## src/rtl/rope_grab_detector.sv

```systemverilog
// Collects player/rope sprite overlap per frame; at each frame boundary runs the grab/hold/release FSM.
// All outputs are registered, so a frame decision appears the cycle after startOfFrame.
module rope_grab_detector #(
  parameter int GRAB_FRAMES     = 3,
  parameter int RELEASE_FRAMES  = 2,
  parameter int COOLDOWN_FRAMES = 8
) (
  input  logic               clk,
  input  logic               reset,
  input  logic               startOfFrame,
  input  logic [10:0]        pixelX,
  input  logic [10:0]        pixelY,
  input  logic               playerDrawingRequest,
  input  logic               ropeDrawingRequest,
  input  logic signed [10:0] ropeTopLeftY,
  input  logic               releaseKey,
  output logic               frameHit,
  output logic               grabbed,
  output logic               grabPulse,
  output logic               releasePulse,
  output logic [10:0]        grabOffsetY,
  output logic [10:0]        contactX
);

  typedef enum logic [1:0] {
    ST_FREE     = 2'd0,
    ST_GRABBED  = 2'd1,
    ST_COOLDOWN = 2'd2
  } state_t;

  localparam logic [10:0] MIN_OFF_INIT = 11'd2047;
  localparam logic [4:0]  GRAB_LIM     = 5'(GRAB_FRAMES);
  localparam logic [4:0]  REL_LIM      = 5'(RELEASE_FRAMES);
  localparam logic [8:0]  COOL_LIM     = 9'(COOLDOWN_FRAMES);

  state_t      state_q, state_d;
  logic [3:0]  hit_cnt_q, hit_cnt_d;
  logic [3:0]  miss_cnt_q, miss_cnt_d;
  logic [7:0]  cool_cnt_q, cool_cnt_d;

  logic        hit_acc_q, hit_acc_d;
  logic [10:0] min_off_q, min_off_d;
  logic [10:0] first_x_q, first_x_d;
  logic        first_cap_q, first_cap_d;
  logic        rel_latch_q, rel_latch_d;

  logic        frame_hit_q, frame_hit_d;
  logic        grabbed_q, grabbed_d;
  logic        grab_pulse_q, grab_pulse_d;
  logic        release_pulse_q, release_pulse_d;
  logic [10:0] grab_offset_y_q, grab_offset_y_d;
  logic [10:0] contact_x_q, contact_x_d;

  logic               overlap;
  logic signed [12:0] diff_raw;
  logic [10:0]        diff_clamped;
  logic [10:0]        off_min;
  logic [10:0]        first_x_now;
  logic               frame_h;
  logic               frame_rel;
  logic [4:0]         hit_cnt_inc;
  logic [4:0]         miss_cnt_inc;
  logic [8:0]         cool_cnt_inc;

  // Offset is widened to 13 bits so the full pixelY/ropeTopLeftY range cannot wrap before clamping.
  always_comb begin
    overlap      = playerDrawingRequest & ropeDrawingRequest;
    diff_raw     = $signed({2'b00, pixelY}) - $signed({{2{ropeTopLeftY[10]}}, ropeTopLeftY});
    if (diff_raw < 13'sd0) begin
      diff_clamped = 11'd0;
    end else if (diff_raw > 13'sd2047) begin
      diff_clamped = 11'd2047;
    end else begin
      diff_clamped = diff_raw[10:0];
    end
    off_min      = (overlap && (diff_clamped < min_off_q)) ? diff_clamped : min_off_q;
    first_x_now  = first_cap_q ? first_x_q : pixelX;
    frame_h      = hit_acc_q | overlap;
    frame_rel    = rel_latch_q | releaseKey;
    hit_cnt_inc  = {1'b0, hit_cnt_q} + 5'd1;
    miss_cnt_inc = {1'b0, miss_cnt_q} + 5'd1;
    cool_cnt_inc = {1'b0, cool_cnt_q} + 9'd1;
  end

  always_comb begin
    state_d         = state_q;
    hit_cnt_d       = hit_cnt_q;
    miss_cnt_d      = miss_cnt_q;
    cool_cnt_d      = cool_cnt_q;
    hit_acc_d       = hit_acc_q;
    min_off_d       = min_off_q;
    first_x_d       = first_x_q;
    first_cap_d     = first_cap_q;
    rel_latch_d     = rel_latch_q;
    frame_hit_d     = frame_hit_q;
    grab_pulse_d    = 1'b0;
    release_pulse_d = 1'b0;
    grab_offset_y_d = grab_offset_y_q;
    contact_x_d     = contact_x_q;

    if (startOfFrame) begin
      // The sample cycle itself belongs to the closing frame.
      frame_hit_d = frame_h;
      if (frame_h) begin
        contact_x_d = first_x_now;
      end
      hit_acc_d   = 1'b0;
      min_off_d   = MIN_OFF_INIT;
      first_cap_d = 1'b0;
      first_x_d   = 11'd0;
      rel_latch_d = 1'b0;

      unique case (state_q)
        ST_FREE: begin
          if (frame_h) begin
            if (hit_cnt_inc == GRAB_LIM) begin
              state_d         = ST_GRABBED;
              grab_pulse_d    = 1'b1;
              grab_offset_y_d = off_min;
              hit_cnt_d       = 4'd0;
              miss_cnt_d      = 4'd0;
            end else if (hit_cnt_q != 4'hF) begin
              hit_cnt_d = hit_cnt_inc[3:0];
            end
          end else begin
            hit_cnt_d = 4'd0;
          end
        end
        ST_GRABBED: begin
          if (frame_rel) begin
            state_d         = ST_COOLDOWN;
            release_pulse_d = 1'b1;
            cool_cnt_d      = 8'd0;
            miss_cnt_d      = 4'd0;
            hit_cnt_d       = 4'd0;
          end else if (frame_h) begin
            miss_cnt_d      = 4'd0;
            grab_offset_y_d = off_min;
          end else if (miss_cnt_inc == REL_LIM) begin
            state_d         = ST_FREE;
            release_pulse_d = 1'b1;
            miss_cnt_d      = 4'd0;
            hit_cnt_d       = 4'd0;
          end else begin
            miss_cnt_d = miss_cnt_inc[3:0];
          end
        end
        ST_COOLDOWN: begin
          hit_cnt_d = 4'd0;
          if (cool_cnt_inc == COOL_LIM) begin
            state_d    = ST_FREE;
            cool_cnt_d = 8'd0;
          end else begin
            cool_cnt_d = cool_cnt_inc[7:0];
          end
        end
        default: begin
          state_d = ST_FREE;
        end
      endcase
    end else begin
      if (overlap) begin
        hit_acc_d = 1'b1;
        min_off_d = off_min;
        if (!first_cap_q) begin
          first_cap_d = 1'b1;
          first_x_d   = pixelX;
        end
      end
      if (releaseKey) begin
        rel_latch_d = 1'b1;
      end
    end

    grabbed_d = (state_d == ST_GRABBED);
  end

  always_ff @(posedge clk) begin
    if (reset) begin
      state_q         <= ST_FREE;
      hit_cnt_q       <= 4'd0;
      miss_cnt_q      <= 4'd0;
      cool_cnt_q      <= 8'd0;
      hit_acc_q       <= 1'b0;
      min_off_q       <= MIN_OFF_INIT;
      first_x_q       <= 11'd0;
      first_cap_q     <= 1'b0;
      rel_latch_q     <= 1'b0;
      frame_hit_q     <= 1'b0;
      grabbed_q       <= 1'b0;
      grab_pulse_q    <= 1'b0;
      release_pulse_q <= 1'b0;
      grab_offset_y_q <= 11'd0;
      contact_x_q     <= 11'd0;
    end else begin
      state_q         <= state_d;
      hit_cnt_q       <= hit_cnt_d;
      miss_cnt_q      <= miss_cnt_d;
      cool_cnt_q      <= cool_cnt_d;
      hit_acc_q       <= hit_acc_d;
      min_off_q       <= min_off_d;
      first_x_q       <= first_x_d;
      first_cap_q     <= first_cap_d;
      rel_latch_q     <= rel_latch_d;
      frame_hit_q     <= frame_hit_d;
      grabbed_q       <= grabbed_d;
      grab_pulse_q    <= grab_pulse_d;
      release_pulse_q <= release_pulse_d;
      grab_offset_y_q <= grab_offset_y_d;
      contact_x_q     <= contact_x_d;
    end
  end

  assign frameHit     = frame_hit_q;
  assign grabbed      = grabbed_q;
  assign grabPulse    = grab_pulse_q;
  assign releasePulse = release_pulse_q;
  assign grabOffsetY  = grab_offset_y_q;
  assign contactX     = contact_x_q;

endmodule

```

## config.mk

```make
export PLATFORM = sky130hd
export DESIGN_NAME = rope_grab_detector
export DESIGN_NICKNAME = d
export VERILOG_FILES = /design/src/rtl/rope_grab_detector.sv
export SDC_FILE = /design/constraint.sdc
export NUM_CORES = 1
export LEC_CHECK = 0
export CAP_MARGIN = 30
export CORE_MARGIN = 2
export CORE_UTILIZATION = 59
export CTS_BUF_LIST = sky130_fd_sc_hd__clkbuf_8
export CTS_CLUSTER_DIAMETER = 40
export DETAILED_ROUTE_END_ITERATION = 16
export PLACE_DENSITY = 0.86
export SYNTH_ARGS = -nofsm -noshare
export SYNTH_HDL_FRONTEND = slang
export SYNTH_SLANG_ARGS = --single-unit
export TNS_END_PERCENT = 5
```

## constraint.sdc

```tcl
create_clock -name clk -period 13 [get_ports clk]
set_clock_uncertainty 0.2 [all_clocks]
set_input_delay 2.6 -clock clk [delete_from_list [all_inputs] [get_ports clk]]
set_output_delay 2.6 -clock clk [all_outputs]
set_load 0.02 [all_outputs]
```

# Word level (Yosys, flattened, before mapping)
# Index checks and enable logic that the tools add are counted.
dict set report word_totals {
  reg_bits 68
  output_inout_bits 26
}
dict set report classes {
  add_sub_neg 4
  magnitude_cmp 3
  eq_ne 15
  mux 37
  n_bitwise 7
  n_reduce_logical 13
}
# op count
set op_table {}
lappend op_table {{$mux 11} 8}
lappend op_table {{$mux 4} 11}
lappend op_table {{$pmux 11 s2} 1}
lappend op_table {{$mux 8} 2}
lappend op_table {{$pmux 8 s2} 1}
lappend op_table {{$mux 2} 7}
lappend op_table {{$gt 13x12->1 const B} 1}
lappend op_table {{$lt 13x1->1 const B} 1}
lappend op_table {{$sub 12x11->13} 1}
lappend op_table {{$pmux 4 s3} 1}
lappend op_table {{$lt 11x11->1} 1}
lappend op_table {{$add 4x1->5 const B} 2}
lappend op_table {{$eq 5x2->1 const B} 2}
lappend op_table {{$ne 2x2->1 const B} 5}
lappend op_table {{$add 8x1->9 const B} 1}
lappend op_table {{$eq 9x4->1 const B} 1}
lappend op_table {{$ne 4x4->1 const B} 2}
lappend op_table {{$pmux 4 s2} 1}
lappend op_table {{$ne 3x3->1 const B} 2}
lappend op_table {{$pmux 2 s3} 1}
lappend op_table {{$reduce_and 6->1} 1}
lappend op_table {{$reduce_and 5->1} 1}
lappend op_table {{$eq 2x1->1 const B} 2}
lappend op_table {{$mux 1} 4}
lappend op_table {{other kinds (14)} 19}

# Logic depth before layout (Yosys ltp)
# Gate-level depths: netlist of the first run.
dict set report logic_depth {
  ltp_word 10
  ltp_mapped 19
}

# Least setup slack after synthesis of the first run
# OpenSTA, ideal clock, no wires.
dict set report synth_timing {
  path_type {input to register}
  from {in pixelY[0]}
  to {reg min_off_q[1]}
  setup_time_ns 0.144
  t_arrival_ns 6.201
  t_required_ns 12.656
  setup_slack_ns 6.455
  stages 16
  n_path_buf 1
  cell_sequence {inv_1 ha_1 fa_1 nand2b_1 a211oi_1 o21ai_0 or4b_2 o311ai_0 or2_2 ha_1 a211oi_1 o21ai_0 a2111o_1 nand2_2 buf_2 o211ai_1}
}
dict set report synth_via {
  elab_chain_len 7
}
# element line
set synth_lines {}
lappend synth_lines {{from (decl)} 12} ;# input logic [10:0] pixelY,
lappend synth_lines {{$sub 12x11->13 *} 68} ;# diff_raw = $signed({2'b00, pixelY}) - $signed({{2{ropeTopLeftY[10]}}, ropeTopLeftY});
lappend synth_lines {{$gt 13x12->1} 71} ;# end else if (diff_raw > 13'sd2047) begin
lappend synth_lines {{$mux 11} 71}
lappend synth_lines {{$mux 11 *} 69} ;# if (diff_raw < 13'sd0) begin
lappend synth_lines {{$lt 11x11->1} 76} ;# off_min = (overlap && (diff_clamped < min_off_q)) ? diff_clamped : min_off_q;
lappend synth_lines {{$logic_and 1x1->1} 76}
lappend synth_lines {{$mux 11 *} 76}
lappend synth_lines {{to (signal assigned)} 201} ;# min_off_q <= min_off_d;
lappend synth_lines {{to (decl)} 42} ;# logic [10:0] min_off_q, min_off_d;
# Every way passes the cells marked *; elsewhere a longest branch is shown, timed or not.
# A chain may end at the register's enable or synchronous reset.

# Worst setup path in the final report of the first run
dict set report layout_timing {
  from {in pixelY[0]}
  to {reg min_off_q[6]}
}
# The elaborated chain is that of the path after synthesis.

==> results.md, run 1 <==
Run status:
- The flow ran to the end, and the final reports show no timing, DRC or antenna violations.

Timing:
- Setup violations remaining at the end of the flow were counted as 0.
- The aggregate negative setup slack is 0 ns.
- The total count of max-transition violations in the final report was 0.
- Based on the critical path, the design can be clocked at up to 133.4 MHz.
- The final-report hold violation count is 0.
- For the pin with the worst max-slew slack, the measured transition is 1.018 ns.
- Of the available clock period, the critical path in the final layout requires 57.66%.
- After layout, the minimum clock period comes to 7.495 ns.
- The least setup slack across all paths after layout is 5.505 ns.
- The worst slew margin relative to its limit is 32.13%.
- Setup repair after global routing left no endpoint under its margin.

Clock tree:
- CTS placed an instance of sky130_fd_sc_hd__clkbuf_8 at the clock tree root.
- The number of buffers between clock root and the deepest sink is 2.
- Hold repair after CTS inserted 0 buffers.
- The number of buffers inserted during clock tree synthesis is 9.
- The latest clock arrival within the worst-skew pair is 0.34 ns.
- The post-CTS setup repair buffer count is 0.
- For this design, the sink count on the clock tree is 68.
- After clock tree synthesis, the repair step resized 0 gates.
- Clock-pin slew was measured on the worst setup and hold paths at 0.08 ns.
- The maximum level of the CTS H-tree is 3.
- TritonCTS built the clock tree.

Global routing:
- Global routing finished with a remaining overflow of 0.
- The first global-routing pass estimated 16.58 mm of wire.
- The met1 routing resource usage after global routing is 34.17%.
- The number of global-route vias before repair is 3,691.
- The highest-utilization routing layer at the global route stage is met2.
- The maximum number of pins on one net before global-route repair is 39.
- The initial antenna violation count is 0.
- The met3 layer usage reported by global route is 6.371%.
- The global-route met2 utilization is 42.83%.
- The combined global-route utilization of all metal layers is 26.09%.

Die:
- The initial core utilization is 59.98%.
- The die width is 89.18 um.
- In this run the count of I/O pins placed on the die edge is 65.
- The area of the core is 7137 um2.
- The die is 89.18 um tall.
- The row count is 31.
- The die footprint is 7952 um2.

Worst setup path:
- At the worst endpoint, the arrival time is 7.53 ns.
- The critical path is of the in2reg type.
- The worst stage delay on the critical path is 0.70 ns.
- The data required time at the worst endpoint is 13.04 ns.
- The worst-case reg-to-reg path depth is 8.
- The endpoint class of the critical path is a register.
- The worst setup path is launched from a primary input.
- On the critical path, the stage with the largest delay is an instance of sky130_fd_sc_hd__a21oi_1.
- The largest driver fanout on the critical path is 12.
- Traced cell by cell, the critical path runs through clkdlybuf4s50_1, inv_1, ha_1, fa_1, nand2b_1, a211oi_1, o21ai_0, or4b_2, o311ai_0, or2_2, ha_1, a211oi_1, o21ai_0, a21oi_1, buf_4, nor3_1, a211o_1.

Layout:
- The fraction of final layout cells sized beyond drive strength 1 is 7.023%.
- The area growth from synthesis to layout is 22.36%.
- Counting the fill cells in the layout gives 562.
- The post-layout instance area is 5238 um2.
- The total inserted antenna cells is 0.
- For this run, the post-layout net count is 664.

Yosys:
- The largest area contributor in the synthesized netlist is sky130_fd_sc_hd__dfxtp_1.
- The share of the yosys chip area belonging to registers is 31.80%.
- For this run, the leading register cell type out of synthesis is sky130_fd_sc_hd__dfxtp_1.
- The number of nets in the synthesized netlist is 610.
- The netlist uses 64 different library cells.
- The gate count of the mapped netlist is 539.
- The number of flops mapped to enable cells by yosys is 0.
- The mean instance size in the synthesized netlist is 7.941 um2.
- The synthesized design contains 68 register bits.
- The share of Yosys cell area claimed by the top area cell type is 31.80%.
- The post-synth design cell area is 4280 um2.
- The number of warning messages in the yosys log is 0.
- For this run, asynchronously set or reset flops after synthesis account for 0%.
- After synthesis, the cell types taking the most area are sky130_fd_sc_hd__dfxtp_1, sky130_fd_sc_hd__ha_1, sky130_fd_sc_hd__nand2_1.

Detailed routing:
- The number of nets with antenna violations after detailed routing is 0.
- The final layout contains routed wiring with a total length of 10.11 mm.
- The detailed-router iteration count before antenna repair is 5.
- The number of design-rule violations left by the first detailed-router iteration is 316.
- The total DRC errors in the routed layout is 0.
- The number of vias per cell after detailed routing is 5.933.
- The via count is 4,135.
- The average wire per cell in the routed design is 14.50 um.

Pwr:
- The worst ir drop on vdd is 84.78 uV.
- The completed layout was analyzed and its total power is 0.0005595 W.
- The reported leakage power is 2.053 nW.
- In this run the power density over the cells is 106.8 nW/um2.

Worst hold path:
- In this run the worst hold path is classified as reg2reg.
- The number of cells on the worst hold path is 2.

Placed design:
- The detailed placement HPWL is 7.411 mm.
- Once placement finished, the instance area stood at 4967 um2.
- The global placer's final weighted congestion is 0.9884.
- The worst-case setup slack after placement is 5.275 ns.
- The total of buffers placed on input and output ports is 64.

Job:
- The count of max-cap constraint violations is 0.
## power by group
| part | internal (W) | switching (W) | total (W) |
|---|---|---|---|
| Sequential | 0.000214 | 0.00000367 | 0.000218 |
| Combinational | 0.0000454 | 0.0000631 | 0.000108 |
| Clock | 0.000148 | 0.0000854 | 0.000233 |
| Total | 0.000407 | 0.000152 | 0.000559 |
## state kept, by name, indices dropped and copies added, names as in the netlist
signal	flops
contactX	11
cool_cnt_q	8
first_cap_q	1
first_x_q	11
frameHit	1
grabOffsetY	11
grabPulse	1
grabbed	1
hit_cnt_q	4
min_off_q	11
miss_cnt_q	4
rel_latch_q	1
releasePulse	1
state_q	2
## routing by layer
layer | routed length (um) | share of wire, % | vias to the layer above
met5 | 0 | 0 | -
met4 | 128 | 1.3 | 0
met3 | 512 | 5.1 | 14
met2 | 4920 | 49 | 134
met1 | 4543 | 45 | 1937
li1 | - | - | 2050
## worst paths after layout
check / slack [ns] / to / startpoint
setup / recovery: 5.50 / min_off_q[6]$_SDFFE_PP1P_ / pixelY[0]
hold reg to reg: 0.26 / first_x_q[2]$_SDFFE_PP0P_ / first_x_q[2]$_SDFFE_PP0P_
setup reg to reg: 9.77 / grabOffsetY[10]$_SDFFE_PP0P_ / first_cap_q$_SDFFE_PP0P_
hold / removal: 0.26 / first_x_q[2]$_SDFFE_PP0P_ / first_x_q[2]$_SDFFE_PP0P_
## through the flow
stage | util, % | hold slack, ns | instances
finish | 73.39 | 0.2562 | 697
global route | 73.39 | 0.2860 | 697
CTS | 73.39 | 0.2586 | 697
floorplan | - | 0.2360 | 539
detailed placement | 69.60 | 0.2479 | 681
global placement | 69.60 | 0.2412 | 681
## kinds of logic after synthesis
| family | count (synthesis) | share of synthesized area (%) |
|---|---|---|
| adder cells (fa/ha/maj) | 32 | 9.529 |
| XOR/XNOR | 6 | 1.228 |
| multiplexers | 12 | 2.806 |
| flip-flops | 68 | 31.80 |
| buffers and inverters | 61 | 5.671 |
| AO/OA/AOI/OAI | 168 | 27.68 |
| AND/OR/NAND/NOR | 192 | 21.28 |
## cells in the mapped netlist, drive strengths merged (5+ instances only)
master	instances
and3	5
nand3	9
mux2i	12
clkbuf	18
xor2	5
a21o	7
buf	7
o211ai	28
nor2	54
ha	31
dfxtp	68
nand2b	5
nor3b	6
inv	36
a21oi	45
nor3	15
nand2	69
a211oi	23
o21ai	31
## area by class of cell
type | count | area [um2] | area share [%]
Clock buffer | 9 | 123.9 | 2.365
Clock inverter | 7 | 146.4 | 2.795
Inverter | 36 | 135.1 | 2.580
Multi-Input combinational cell | 410 | 2676 | 51.10
Sequential cell | 68 | 1361 | 25.99
Tap cell | 99 | 123.9 | 2.365
Timing Repair Buffer | 68 | 670.6 | 12.80
## worst max-delay path, delay by kind of cell
kind | cells | cell delay, ns
AOI/OAI and AO/OA | 7 | 2.18
adders and majority gates | 3 | 0.83
buffers and inverters | 3 | 0.80
and+or+nand+nor | 4 | 1.11
## cells in the final DEF, fill, tap and decap left out, types with 5 or more instances in the layout
cell / Yosys / layout
sky130_fd_sc_hd__a211oi_1: 21 / 21
sky130_fd_sc_hd__a21o_1: 7 / 7
sky130_fd_sc_hd__a21oi_1: 43 / 43
sky130_fd_sc_hd__clkbuf_8: 0 / 9
sky130_fd_sc_hd__clkdlybuf4s50_1: 0 / 64
sky130_fd_sc_hd__dfxtp_1: 68 / 68
sky130_fd_sc_hd__ha_1: 31 / 31
sky130_fd_sc_hd__inv_1: 36 / 36
sky130_fd_sc_hd__mux2i_1: 12 / 12
sky130_fd_sc_hd__nand2_1: 68 / 68
sky130_fd_sc_hd__nand2b_1: 5 / 5
sky130_fd_sc_hd__nand3_1: 9 / 9
sky130_fd_sc_hd__nor2_1: 54 / 54
sky130_fd_sc_hd__nor3_1: 15 / 15
sky130_fd_sc_hd__nor3b_1: 6 / 6
sky130_fd_sc_hd__o211ai_1: 23 / 23
sky130_fd_sc_hd__o211ai_2: 5 / 5
sky130_fd_sc_hd__o21ai_0: 21 / 21
sky130_fd_sc_hd__o21ai_1: 10 / 10
sky130_fd_sc_hd__xor2_1: 5 / 5
Power figures use the tool's default switching activity.
==> run 2, diff against run 1 <==
--- a/config.mk
+++ b/config.mk
@@ -7,11 +7,11 @@
 export LEC_CHECK = 0
 export CAP_MARGIN = 30
 export CORE_MARGIN = 2
-export CORE_UTILIZATION = 59
+export CORE_UTILIZATION = 51
 export CTS_BUF_LIST = sky130_fd_sc_hd__clkbuf_8
 export CTS_CLUSTER_DIAMETER = 40
 export DETAILED_ROUTE_END_ITERATION = 16
-export PLACE_DENSITY = 0.86
+export PLACE_DENSITY = 0.79
 export SYNTH_ARGS = -nofsm -noshare
 export SYNTH_HDL_FRONTEND = slang
 export SYNTH_SLANG_ARGS = --single-unit
==> constraint.sdc (replaced) <==
create_clock -name clk -period 6.8 [get_ports clk]
set_clock_uncertainty 0.2 [all_clocks]
set_input_delay 1.36 -clock clk [delete_from_list [all_inputs] [get_ports clk]]
set_output_delay 1.36 -clock clk [all_outputs]
set_load 0.02 [all_outputs]
==> run 2 against run 1 <==
Compared with the run above: highest routed layer unchanged; die area grew 15%; global-route usage shrank 3.3 points; largest cell class unchanged; clock power grew 28%; sequential share of layout area grew 0.40 points.
==> results.md, run 2 (synthesis results as in run 1) <==
Run status:
- The flow ran to the end, and the final reports show no timing, DRC or antenna violations.

Layout:
- The sequential cell area was 1361 um2 (unchanged).
- The non-filler instance count after layout came to 704 (+1.0%).
- In the layout the commonest cells are sky130_fd_sc_hd__nand2_1, sky130_fd_sc_hd__dfxtp_1, sky130_fd_sc_hd__clkdlybuf4s50_1.
- The fraction of final layout cells sized beyond drive strength 1 is 7.179% (+0.16 points).
- From synthesis to final layout, the design area changed by 20.52%.
- The final net count is 665 (+0.15%).
- The area of combinational cells with multiple inputs was 2676 um2 (unchanged).
- The final-layout fill cell count is 693 (+23%).
- The total inserted antenna cells is 0 (unchanged).

Detailed routing:
- The number of design-rule violations left by the first detailed-router iteration was 207 (-34%).
- The total DRC errors in the routed layout came to 0 (unchanged).
- The number of nets with antenna violations after detailed routing is 0 (unchanged).
- The number of vias per cell after detailed routing is 5.717 (-3.6%).
- The total length of routed wires is 9.854 mm (-2.5%).
- The via count is 4,025 (-2.7%).
- The detailed-router iteration count before antenna repair is 5 (unchanged).
- The average wire per cell in the routed design is 14.00 um (-3.5%).

Worst setup path:
- STA classifies the critical path startpoint as a primary input.
- Tracing the worst setup path back leads to its startpoint at pixelY[0].
- In this run the worst setup path terminates at grabOffsetY[6]$_SDFFE_PP0P_.
- The worst stage delay on the critical path is 0.66 ns (-0.04 ns).
- The largest driver fanout on the critical path is 18 (+6).
- The end of the worst register-to-register path is hit_cnt_q[3]$_SDFFE_PP0P_.
- The data required time at the worst endpoint is 6.81 ns (-6.23 ns).
- The worst setup path is of the in2reg kind.
- The endpoint class of the critical path is a register.
- The reg-to-reg setup timing slack came to 3.61 ns (-6.16 ns).
- The arrival time reported for the critical path endpoint is 5.90 ns (-1.63 ns).
- The worst register-to-register path begins at first_cap_q$_SDFFE_PP0P_.
- The library cell contributing the largest single delay on the critical path is sky130_fd_sc_hd__or4b_2.
- The worst-case reg-to-reg path depth came to 7 (-1).
- Walking the worst path, the cells encountered are clkdlybuf4s50_1, inv_1, ha_1, fa_1, nand2b_1, a211oi_1, o21ai_0, or4b_2, o311ai_0, or2_2, ha_1, a211oi_1, o21ai_0, a2111o_1, nand2_2, o211ai_1.

Global routing:
- The first-pass GRT wire length is 16.77 mm (+1.1%).
- The final global-route overflow total was 0 (unchanged).
- The number of global-route vias before repair is 3,808 (+3.2%).
- The maximum number of pins on one net before global-route repair was 39 (unchanged).
- The initial antenna violation count is 0 (unchanged).
- The combined global-route utilization of all metal layers is 22.78% (-3.3 points).

Timing:
- The worst path uses 86.60% of the clock period.
- For this run, the top clock speed supported by timing is 169.8 MHz.
- The least setup slack across all paths after layout was 0.9115 ns (-4.593 ns).
- Counting I/O delays and the setup requirement, the final critical path takes 5.889 ns.
- The total count of max-transition violations in the final report is 0 (unchanged).
- The slew at the pin with the worst max-slew slack is 0.8690 ns (-0.1490 ns).
- The aggregate negative setup slack is 0 ns (unchanged).
- Setup repair after global routing left no endpoint under its margin.
- The final-report setup violation count is 0 (unchanged).
- The worst slew margin relative to its limit was 41.62% (+9.5 points).
- The final-report hold violation count is 0 (unchanged).

Die:
- The area of the core is 8175 um2 (+15%).
- The row count came to 33 (+6.5%).
- The die footprint came to 9141 um2 (+15%).
- The initial core utilization came to 52.36% (-7.6 points).
- The die width is 95.61 um (+7.2%).
- The height of the chip is 95.61 um (+7.2%).
- The I/O pin count is 65 (unchanged).

Placed design:
- The detailed placement HPWL was 7.406 mm (about the same).
- The global placer's final weighted congestion is 0.8619 (-13%).
- The number of cells in the design after placement is 688 (+1.0%).
- The total of buffers placed on input and output ports is 64 (unchanged).
- The worst-case setup slack after placement is 0.6089 ns (-4.666 ns).

Worst hold path:
- The class of the tightest hold or removal check is reg2reg.

Clock tree:
- The maximum level of the CTS H-tree is 3 (unchanged).
- The clock tree from TritonCTS is done.
- The number of buffers inserted during clock tree synthesis is 9 (unchanged).
- The clock transition at the registers of the reported paths is 0.08 ns (about the same).
- The post-CTS setup repair buffer count was 0 (unchanged).
- The latest clock arrival within the worst-skew pair came to 0.35 ns (about the same).
- The tree is rooted in a sky130_fd_sc_hd__clkbuf_8.
- The number of buffers added to fix hold violations after cts came to 0 (unchanged).
- The number of instances resized during post-cts repair is 0 (unchanged).
- The clock sink count is 68 (unchanged).
- The number of buffers between clock root and the deepest sink came to 2 (unchanged).

Job:
- The count of max-cap constraint violations is 0 (unchanged).

Pwr:
- The worst ir drop on vdd came to 139.2 uV (+64%).
- The cell area power density is 178.4 nW/um2 (+67%).
- The reported leakage power is 2.012 nW (-2.0%).
## run 2: report_power, final
group	internal (W)	switching (W)	leakage [nW]
Combinational	0.0000871	0.000119	1.37
Sequential	0.000409	0.00000691	0.552
Clock	0.000141	0.000157	0.0885
## run 2: layout make-up
type                            instances  share of cell area [%]
Clock inverter                          6                  0.7519
Timing Repair Buffer                   69                   13.15
Tap cell                              105                   2.547
Multi-Input combinational cell        410                   51.88
Clock buffer                           10                   2.668
Inverter                               36                   2.619
Sequential cell                        68                   26.39
## run 2: through the flow
step,hold slack [ns],instance area [um2],utilization (%),power (W)
floorplan,0.2360,4280,-,0.0005641
CTS,0.2573,5159,63.10,0.0009277
global placement,0.2408,4982,60.94,0.0006244
detailed placement,0.2463,4982,60.94,0.0006282
finish,0.2576,5159,63.10,0.0009205
global route,0.2824,5159,63.10,0.0009681
## run 2: critical path, delay by kind of cell
family | cells | cell delay, ns
AND/OR/NAND/NOR | 4 | 1.36
AO/OA/AOI/OAI | 7 | 1.79
adder cells (fa/ha/maj) | 3 | 0.88
buffers and inverters | 2 | 0.49
## run 2: metal layers
layer	up-vias	share of wire, %	global-route usage (%)
li1	2053	-	-
met5	-	0	0
met3	15	3.7	4.743
met2	107	50	38.40
met4	0	1.3	7.976
met1	1850	45	28.72
## run 2: worst min path at each step
stage | slack [ns] | depth (start not counted) | end | startpoint
after global placement | 0.24 | 2 | first_x_q[1]$_SDFFE_PP0P_ | first_x_q[1]$_SDFFE_PP0P_
after detailed placement | 0.25 | 2 | first_x_q[10]$_SDFFE_PP0P_ | first_x_q[10]$_SDFFE_PP0P_
after floorplan | 0.24 | 2 | first_x_q[0]$_SDFFE_PP0P_ | first_x_q[0]$_SDFFE_PP0P_
after global routing | 0.28 | 2 | first_x_q[6]$_SDFFE_PP0P_ | first_x_q[6]$_SDFFE_PP0P_
after CTS | 0.26 | 2 | first_x_q[10]$_SDFFE_PP0P_ | first_x_q[10]$_SDFFE_PP0P_
final | 0.26 | 2 | first_x_q[8]$_SDFFE_PP0P_ | first_x_q[8]$_SDFFE_PP0P_
==> run 3, diff against run 2 <==
--- a/config.mk
+++ b/config.mk
@@ -6,7 +6,7 @@
 export NUM_CORES = 1
 export LEC_CHECK = 0
 export CAP_MARGIN = 30
-export CORE_MARGIN = 2
+export CORE_MARGIN = 4
 export CORE_UTILIZATION = 51
 export CTS_BUF_LIST = sky130_fd_sc_hd__clkbuf_8
 export CTS_CLUSTER_DIAMETER = 40
==> run 3 against run 2 <==
Compared with the run above: final area grew 0.92%; first-iteration DRC count increased by 5.8%; setup slack got worse by 0.020 ns; critical endpoint is now min_off_q[3]$_SDFFE_PP1P_; cell count is the same; die area increased by 8.5%; critical path depth unchanged.
==> results.md, run 3 (synthesis results as in run 1) <==
Timing:
- The post-route minimum period is 5.909 ns (+0.02032 ns).
- The portion of the clock cycle consumed by the worst path in the final layout is 86.89% (+0.30 points).
- The slew at the pin with the worst max-slew slack was 0.8709 ns (+0.001824 ns).
- The total count of max-transition violations in the final report is 0 (unchanged).
- The final-report setup violation count is 0 (unchanged).
- The aggregate negative setup slack came to 0 ns (unchanged).
- The worst hold margin is 0.2556 ns (-0.001907 ns).
- The highest achievable clock rate is 169.2 MHz (-0.34%).
- The final-report hold violation count is 0 (unchanged).
- The worst slew margin relative to its limit was 41.50% (-0.12 points).
- Setup repair after global routing left no endpoint under its margin.

Pwr:
- The sequential share of power is 41.8% (-3.4 points).
- The design internal power is 0.0007125 W (+12%).
- The combinational power share is 20.8% (-1.6 points).
- The worst ir drop on vdd was 119.6 uV (-14%).
- The cell area power density is 191.3 nW/um2 (+7.2%).
- The net switching power was 0.0002834 W (+0.16%).
- The reported leakage power was 2.037 nW (+1.2%).
- The net switching share of the total power is 28.46% (-2.3 points).
- The clock share of power is 37.4% (+4.9 points).

Clock tree:
- The maximum level of the CTS H-tree is 3 (unchanged).
- The number of buffers between clock root and the deepest sink is 2 (unchanged).
- TritonCTS built the clock tree.
- The post-CTS setup repair buffer count came to 0 (unchanged).
- The number of buffers inserted during clock tree synthesis was 9 (unchanged).
- The clock sink count is 68 (unchanged).
- The latest clock arrival within the worst-skew pair was 0.35 ns (about the same).
- The clock transition at the registers of the reported paths came to 0.07 ns (about the same).
- The number of buffers added to fix hold violations after cts is 0 (unchanged).
- The number of instances resized during post-cts repair was 0 (unchanged).
- The CTS root buffer is sky130_fd_sc_hd__clkbuf_8.

Die:
- The die footprint is 9922 um2 (+8.5%).
- The height of the chip is 99.61 um (+4.2%).
- The area of the core came to 8175 um2 (unchanged).
- The die width was 99.61 um (+4.2%).
- The initial core utilization is 52.36% (unchanged).
- The I/O pin count came to 65 (unchanged).
- The row count came to 33 (unchanged).

Worst hold path:
- The tightest min-delay check is of the reg2reg type.

Detailed routing:
- The number of design-rule violations left by the first detailed-router iteration is 219 (+5.8%).
- The routed length on met3 was 381 um (+3.5%).
- The via count is 4,037 (+0.30%).
- The average wire per cell in the routed design is 14.61 um (+4.4%).
- The met1 routed wirelength after detailed routing is 4.530 mm (+1.6%).
- The total length of routed wires came to 10.29 mm (+4.4%).
- In this run the top signal layer used is met4.
- The number of nets with antenna violations after detailed routing is 0 (unchanged).
- The routed length on met2 was 5.203 mm (+6.2%).
- The total DRC errors in the routed layout is 0 (unchanged).
- The number of vias per cell after detailed routing is 5.734 (+0.30%).
- The detailed-router iteration count before antenna repair is 5 (unchanged).

Worst setup path:
- The arrival time reported for the critical path endpoint is 5.90 ns (about the same).
- The worst stage delay on the critical path is 0.66 ns (about the same).
- The library cell contributing the largest single delay on the critical path is sky130_fd_sc_hd__or4b_2.
- The data required time at the worst endpoint is 6.79 ns (-0.02 ns).
- The largest driver fanout on the critical path is 18 (unchanged).
- The critical path goes through clkdlybuf4s50_1, inv_1, ha_1, fa_1, nand2b_1, a211oi_1, o21ai_0, or4b_2, o311ai_0, or2_2, ha_1, a211oi_1, o21ai_0, a2111o_1, nand2_2, o211ai_1.
- The type of the setup path with the least slack is in2reg.
- The startpoint class of the critical path is a primary input.
- The worst setup path is captured at a register.

Placed design:
- The number of cells in the design after placement is 688 (unchanged).
- The total of buffers placed on input and output ports is 64 (unchanged).
- The instance area after placement came to 4982 um2 (unchanged).
- The detailed placement HPWL is 7.649 mm (+3.3%).
- The global placer's final weighted congestion is 0.9516 (+10%).

Global routing:
- The combined global-route utilization of all metal layers is 21.69% (-1.1 points).
- The number of global-route vias before repair is 3,955 (+3.9%).
- The maximum number of pins on one net before global-route repair came to 39 (unchanged).
- The final global-route overflow total is 0 (unchanged).
- The initial antenna violation count was 0 (unchanged).
- The first-pass GRT wire length came to 18.02 mm (+7.4%).

Layout:
- The fraction of final layout cells sized beyond drive strength 1 came to 7.179% (unchanged).
- The total inserted antenna cells is 0 (unchanged).
- The signed area change from the synthesized netlist to the final layout is 21.63%.
- The final-layout fill cell count is 687 (-0.87%).
- The non-filler instance count after layout is 704 (unchanged).
- The area of combinational cells with multiple inputs was 2676 um2 (unchanged).
- The library cells used most frequently in the layout, excluding fill and tap cells, are sky130_fd_sc_hd__nand2_1, sky130_fd_sc_hd__dfxtp_1, sky130_fd_sc_hd__clkdlybuf4s50_1.
- The final net count is 665 (unchanged).
- The sequential cell area is 1361 um2 (unchanged).
- The post-layout instance area was 5206 um2 (+0.92%).

Run status:
- The flow ran to the end, and the final reports show no timing, DRC or antenna violations.

Job:
- The count of max-cap constraint violations is 0 (unchanged).
## run 3: cell count changes in the layout (fill, tap and decap cells not counted), sizes merged
cell,previous run,this run
bufinv,0,2
clkinvlp,2,1
clkinv,3,2
## run 3: power by group through the flow
stage	clock network (W)	logic (W)	registers [W]
3_3_place_gp	0	0.000200	0.000425
4_1_cts	0.000378	0.000207	0.000416
2_1_floorplan	0	0.000136	0.000428
5_1_grt	0.000399	0.000231	0.000417
6_report	0.000373	0.000207	0.000416
3_5_place_dp	0	0.000204	0.000425
## run 3: layer usage
layer	vias up	global-route usage (%)
met5	-	0
met4	0	5.567
met3	17	4.628
met2	76	38.53
met1	1879	26.57
li1	2065	-
## run 3: path summary, 6_finish.rpt
kind / from / to / slack [ns] / cells after the start
setup / recovery: pixelY[0] / min_off_q[3]$_SDFFE_PP1P_ / 0.89 / 16
hold / removal: first_x_q[5]$_SDFFE_PP0P_ / first_x_q[5]$_SDFFE_PP0P_ / 0.26 / 2
setup reg to reg: first_cap_q$_SDFFE_PP0P_ / grabOffsetY[6]$_SDFFE_PP0P_ / 3.54 / 8
hold reg to reg: first_x_q[5]$_SDFFE_PP0P_ / first_x_q[5]$_SDFFE_PP0P_ / 0.26 / 2
## run 3: layout make-up
class	instances	area share, %
tap	105	2.523
sequential	68	26.15
inverter	36	2.596
multi-input combinational	410	51.41
clock inverter	6	1.658
timing repair buffer	69	13.03
clock buffer	10	2.644
## run 3: worst max-delay path, delay by kind of cell
family                     cells  cell delay (ns)
buffers and inverters          2             0.50
adders and majority gates      3             0.86
and+or+nand+nor                4             1.38
AOI/OAI and AO/OA              7             1.80
## run 3: per-stage QoR
step | power (W) | util, % | setup slack, ns
floorplan | 0.0005641 | - | 1.495
global placement | 0.0006243 | 60.94 | 0.6712
detailed placement | 0.0006296 | 60.94 | 0.5510
CTS | 0.001001 | 63.68 | 0.9083
global route | 0.001047 | 63.68 | 0.5033
finish | 0.0009960 | 63.68 | 0.8912
